### src/rtl/jtframe_lock_cen.sv
// ============================================================================
//  Module   : jtframe_lock_cen
//  Purpose  : PLL-lock qualified game reset and phase-aligned 24/12/6/3 MHz
//             clock enables for the 48 MHz domain. Optional lock-loss counter
//             is enabled by defining JTFRAME_LOCKCNT_EN.
//  Revision : 1.0 - initial release
// ============================================================================
`default_nettype none

module jtframe_lock_cen #(
    parameter int HOLD = 4800,
    parameter int SYNC = 2
) (
    input  logic       clk,
    input  logic       rst,
    input  logic       pll_locked,
    input  logic       soft_rst,
    output logic       game_rst,
    output logic       ready,
    output logic       cen24,
    output logic       cen12,
    output logic       cen6,
    output logic       cen3,
    output logic [7:0] lost_cnt
);

    typedef enum logic [1:0] {
        ST_WAIT_LOCK = 2'd0,
        ST_HOLD      = 2'd1,
        ST_RUN       = 2'd2
    } state_t;

    localparam logic [15:0] C_HOLD_LAST = 16'(HOLD - 1);

    logic [SYNC-1:0] r_sync;
    logic            w_lock_s;
    state_t          r_state;
    state_t          w_next;
    logic [15:0]     r_hcnt;
    logic [15:0]     w_hcnt_next;
    logic [3:0]      r_dcnt;
    logic            w_run;

    always_ff @(posedge clk) begin
        if (rst) begin
            r_sync <= '0;
        end else begin
            r_sync <= {r_sync[SYNC-2:0], pll_locked};
        end
    end

    assign w_lock_s = r_sync[SYNC-1];

    always_comb begin
        w_next      = r_state;
        w_hcnt_next = '0;
        case (r_state)
            ST_WAIT_LOCK: begin
                if (w_lock_s) w_next = ST_HOLD;
            end
            ST_HOLD: begin
                if (!w_lock_s) begin
                    w_next = ST_WAIT_LOCK;
                end else if (soft_rst) begin
                    w_hcnt_next = '0;
                end else if (r_hcnt == C_HOLD_LAST) begin
                    w_next = ST_RUN;
                end else begin
                    w_hcnt_next = r_hcnt + 16'd1;
                end
            end
            ST_RUN: begin
                // Losing lock wins over a pending host reset request
                if (!w_lock_s)     w_next = ST_WAIT_LOCK;
                else if (soft_rst) w_next = ST_HOLD;
            end
            default: w_next = ST_WAIT_LOCK;
        endcase
    end

    always_ff @(posedge clk) begin
        if (rst) begin
            r_state  <= ST_WAIT_LOCK;
            r_hcnt   <= '0;
            r_dcnt   <= '0;
            game_rst <= 1'b1;
            ready    <= 1'b0;
        end else begin
            r_state  <= w_next;
            r_hcnt   <= w_hcnt_next;
            // Divider restarts from zero on every entry into RUN
            r_dcnt   <= (r_state == ST_RUN && w_next == ST_RUN) ? r_dcnt + 4'd1 : 4'd0;
            game_rst <= (w_next != ST_RUN);
            ready    <= (w_next == ST_RUN);
        end
    end

    assign w_run = (r_state == ST_RUN);
    assign cen24 = w_run & r_dcnt[0];
    assign cen12 = w_run & (&r_dcnt[1:0]);
    assign cen6  = w_run & (&r_dcnt[2:0]);
    assign cen3  = w_run & (&r_dcnt);

`ifdef JTFRAME_LOCKCNT_EN
    logic [7:0] r_lost;

    always_ff @(posedge clk) begin
        if (rst) begin
            r_lost <= '0;
        end else if (r_state == ST_RUN && w_next == ST_WAIT_LOCK && r_lost != 8'hff) begin
            r_lost <= r_lost + 8'd1;
        end
    end

    assign lost_cnt = r_lost;
`else
    assign lost_cnt = 8'd0;
`endif

endmodule

`default_nettype wire

### config.mk
export PLATFORM = sky130hd
export DESIGN_NAME = jtframe_lock_cen
export DESIGN_NICKNAME = d
export VERILOG_FILES = /design/src/rtl/jtframe_lock_cen.sv
export SDC_FILE = /design/constraint.sdc
export NUM_CORES = 1
export LEC_CHECK = 0
export CELL_PAD_IN_SITES_DETAIL_PLACEMENT = 0
export CELL_PAD_IN_SITES_GLOBAL_PLACEMENT = 1
export CORE_MARGIN = 8
export CORE_UTILIZATION = 39
export CTS_CLUSTER_SIZE = 8
export DETAILED_ROUTE_END_ITERATION = 10
export GPL_TIMING_DRIVEN = 0
export PLACE_DENSITY = 0.83
export SYNTH_ARGS = -nofsm -noshare
export SYNTH_HDL_FRONTEND = slang
export SYNTH_SLANG_ARGS = --single-unit
### constraint.sdc
create_clock -name clk -period 1.8 [get_ports clk]
set_input_delay 0.45 -clock clk [delete_from_list [all_inputs] [get_ports clk]]
set_output_delay 0.45 -clock clk [all_outputs]
set_load 0.02 [all_outputs]
# Word-level counts from Yosys, hierarchy flattened
# Index checks and enable logic that the tools add are counted.
dict set report word_totals {
  register_bits 26
  word_cells 34
  latchBits 0
  mem_bits_rw 0
  n_memories 0
  inputBits 4
  mem_bits_ro 0
}
dict set report op_classes {
  add_sub_neg 2
  n_div 0
  magnitude_cmp 0
  mux 7
  n_bitwise 7
  shift 0
  n_mul 0
  reduce_logical 7
  eq_ne 5
}
# cell n
set ops {}
lappend ops {{adder 16 x 1 -> 16 bit, second input constant} 1}
lappend ops {{equality test 16 x 13 -> 1 bit, second input constant} 1}
lappend ops {{2-to-1 mux 2 bit} 6}
lappend ops {{one-hot mux 2 bit (3 select lines)} 1}
lappend ops {{OR reduction 5 bit} 1}
lappend ops {{adder 4 x 1 -> 4 bit, second input constant} 1}
lappend ops {{bitwise AND 1 bit} 4}
lappend ops {{equality test 2 bit, second input constant} 2}
lappend ops {{AND reduction 4 bit} 1}
lappend ops {{NOT 1 bit} 3}
lappend ops {{AND reduction 3 bit} 1}
lappend ops {{equality test 2 x 1 -> 1 bit, second input constant} 1}
lappend ops {{zero test 2 bit} 1}
lappend ops {{!= test 2 bit, second input constant} 1}
lappend ops {{AND reduction 2 bit} 1}
lappend ops {{OR reduction 2 bit} 1}
lappend ops {{logical AND 1 bit} 1}

# Longest topological paths before layout
dict set report depth {
  depth_word 9
  depth_mapped 6
}

# Worst setup path before layout
# No wires, ideal clock.
dict set report synth_path {
  kind {flip-flop to output port}
  startpoint {register r_state[1]}
  endpoint {output port cen3}
  required_time_ps 1350
  stages_incl_launch_ff 4
  arrival_time_ps 1135
  path_buffers 0
  setup_slack_ps 215
  cell_sequence {dfxtp_1 -> nor2b_1 -> and2_1 -> and3_1}
}
dict set report synth_between {
  elab_chain_len 2
}
# item line_no
set synth_lines {}
lappend synth_lines {{from (decl)} 37} ;# state_t r_state;
lappend synth_lines {{from (signal assigned)} 89} ;# r_state <= w_next;
lappend synth_lines {{equality test 2 bit} 98} ;# assign w_run = (r_state == ST_RUN);
lappend synth_lines {{bitwise AND 1 bit} 102} ;# assign cen3 = w_run & (&r_dcnt);
lappend synth_lines {{to (decl)} 23} ;# output logic cen3,
# No other way between the ends.

# Worst setup path in the final report
# Ends and elaborated chain as after synthesis.

==> run summary <==
f_max: 0.562 GHz
CP max stage cell: dfxtp_2
# Max-Cap Violations: 0
worst hold slack: 0.459 ns
Worst EP arrival: 1.33 ns
Rows: 19
Synth async-reset ratio: 0
Final min period: 1.78 ns
total DRC errors in the routed layout: 0
vias in the first global route: 828
Initial Util: 0.413
ANT cells: 0
Vias/cell: 4.73
Final Power: 0.000914 W
initial antenna violation count: 0
final cell count without fillers: 178
first-pass GRT wire length: 3590 um
Cell Chain, Critical Path: nor2b_4 -> and2_4 -> and3_4 -> buf_6
boundary pin count: 18
PD cells: 667 nW/um^2
Worst setup SP type: flop
Detailed Place HPWL: 1470 um
Yosys reg bits: 26
CTS tree: yes
Final #Nets: 155
total global-route track usage: 0.0829
period utilization: 0.989
status: finished, final reports clean
Clock Latency Late Sink: 0.32 ns
WL final: 2040 um
r2r startpoint: r_hcnt[6]$_SDFF_PP0_
library cells used by synthesis: 28
clk slew on worst S/H paths: 0.14 ns
Crit Path Max Fanout: 6
DIE AREA: 4910 sq um
layout cells sized above 1: 0.211
DR vias: 842
largest net degree at the start of global routing: 15
EDFF count, synth: 0
most common cell after layout, fill and taps aside: dfxtp_1
sequential share of the synthesized area: 0.457
LEAKAGE: 0.509 nW
Worst Path Required: 1.35 ns
Hold Buf Count CTS: 0
Area growth syn-to-layout: 20.2%
Die X-Extent: 70.1 um
total grt overflow: 0
DRT iter0 DRCs: 20
Worst setup EP type: output port
drt first pass iters: 4
PortBufs: 9
R2R setup slack: 0.12 ns
Layout Utilization: 0.497
gpl congestion: 0.730
endpoints failing setup: 0
VDD IR max: 0.409 mV
Crit Path Category: reg -> out
Max Slew Vio Count: 0
Placed Cells: 171
skew final: 0.00304 ns
crit-path max cell delay: 0.38 ns
cell count after synthesis: 124
CP Launch Point: r_state[1]$_SDFF_PP0_
clock tree buffer depth: 2
synth warn: 0
RR Endpoint: r_hcnt[10]$_SDFF_PP0_
core outline area: 2760 sq um
Worst Hold Class: reg -> reg
CP endpoint: cen3
RSZ-0062 raised after global routing: yes
CTS Buf Count: 3
WL/cell: 11.5 um
Worst Path Buf+Inv: 1
Fin. Hold Viols: 0
Synth Cell Area: 1140 sq um
FF-to-FF path depth: 5
htree depth: 1
dominant synthesized flop cell: dfxtp_1
CP top delay family: simple AND/OR/NAND/NOR gates
CP Depth: 4
root buf cell: clkbuf_4
Post-DRT Antenna Nets: 0
Clock Sinks: 26
synthesized area per cell: 9.19 sq um
most frequent cells in the layout: dfxtp_1, nor2_1, xnor2_1, buf_4, conb_1
Die Ht: 70.1 um
==> sequential cells by signal (all words and copies together) (netlist names) <==
name and cells:
game_rst 1, r_dcnt 4, r_hcnt 16, r_state 2
r_sync 2, ready 1
==> metrics by stage <==
step	worst slack [ns]	setup TNS (ns)	area, sq um
3_3_place_gp	-0.325	-4.79	1290
5_1_grt	-0.0510	-0.0624	1370
2_1_floorplan	0.215	0	1170
4_1_cts	-0.0304	-0.0506	1330
3_5_place_dp	-0.334	-5.07	1290
6_report	0.0202	0	1370
==> final cells by class <==
| type | instances | area (sq um) |
|---|---|---|
| fillers | 284 | 1390 |
| multi-input cells | 90 | 577 |
| flip-flops and latches | 26 | 523 |
| repair buffers | 12 | 101 |
| plain buffers | 9 | 71.3 |
| well taps | 31 | 38.8 |
| clock buffers | 4 | 36.3 |
| inverters | 6 | 22.5 |
==> worst min-delay path by stage <==
stage	start	to	cells past startpoint
2_1_floorplan	r_sync[0]$_SDFF_PP0_	r_sync[1]$_SDFF_PP0_	1
3_3_place_gp	r_sync[0]$_SDFF_PP0_	r_sync[1]$_SDFF_PP0_	1
3_5_place_dp	r_sync[0]$_SDFF_PP0_	r_sync[1]$_SDFF_PP0_	1
4_1_cts	r_dcnt[0]$_SDFF_PP0_	r_dcnt[0]$_SDFF_PP0_	1
5_1_grt	r_sync[0]$_SDFF_PP0_	r_sync[1]$_SDFF_PP0_	1
6_report	r_sync[0]$_SDFF_PP0_	r_sync[1]$_SDFF_PP0_	1
==> cell usage after synthesis (2+ instances only) <==
cell	count	area [sq um]
dfxtp_1	26	521
nor2_1	22	82.6
xnor2_1	13	114
buf_4	8	60.1
nand3_1	7	35.0
inv_1	6	22.5
nand2_1	4	15.0
nor3_1	4	20.0
and2_1	3	18.8
and3_1	3	18.8
ha_1	3	37.5
nand4_1	3	18.8
nor2b_1	3	18.8
nor4_1	3	18.8
o21ai_0	2	10.0
xor2_1	2	17.5
==> cell families after synthesis <==
logic type                 share of synthesized area
other                                        0.00329
and+or+nand+nor                                0.258
AOI/OAI and AO/OA                             0.0516
adders and majority gates                     0.0329
xor gates and xnor gates                       0.115
buffers and inverters                         0.0823
DFF                                            0.457
==> power by group <==
part,switching [W],total (W),internal [W]
sequential,0.00000143,0.000580,0.000578
combinational,0.0000216,0.0000414,0.0000198
clock,0.000170,0.000293,0.000124
==> what timing repair did <==
action / in CTS / in global routing
endpoints found under the setup margin: 4 / 14
pin swaps: 0 / 1
endpoints found under the hold margin: 0 / 0
resized for setup: 16 / 10
buffers inserted: 0 / 3
==> metal layers <==
metal | GRT usage | vias to the layer above | share of wire
met5 | 0 | - | 0
met4 | 0.0335 | 0 | 0.0054
met3 | 0.0240 | 2 | 0.047
met2 | 0.146 | 15 | 0.50
met1 | 0.0901 | 380 | 0.44
li1 | - | 445 | -
(Power assumes the default switching activity.)
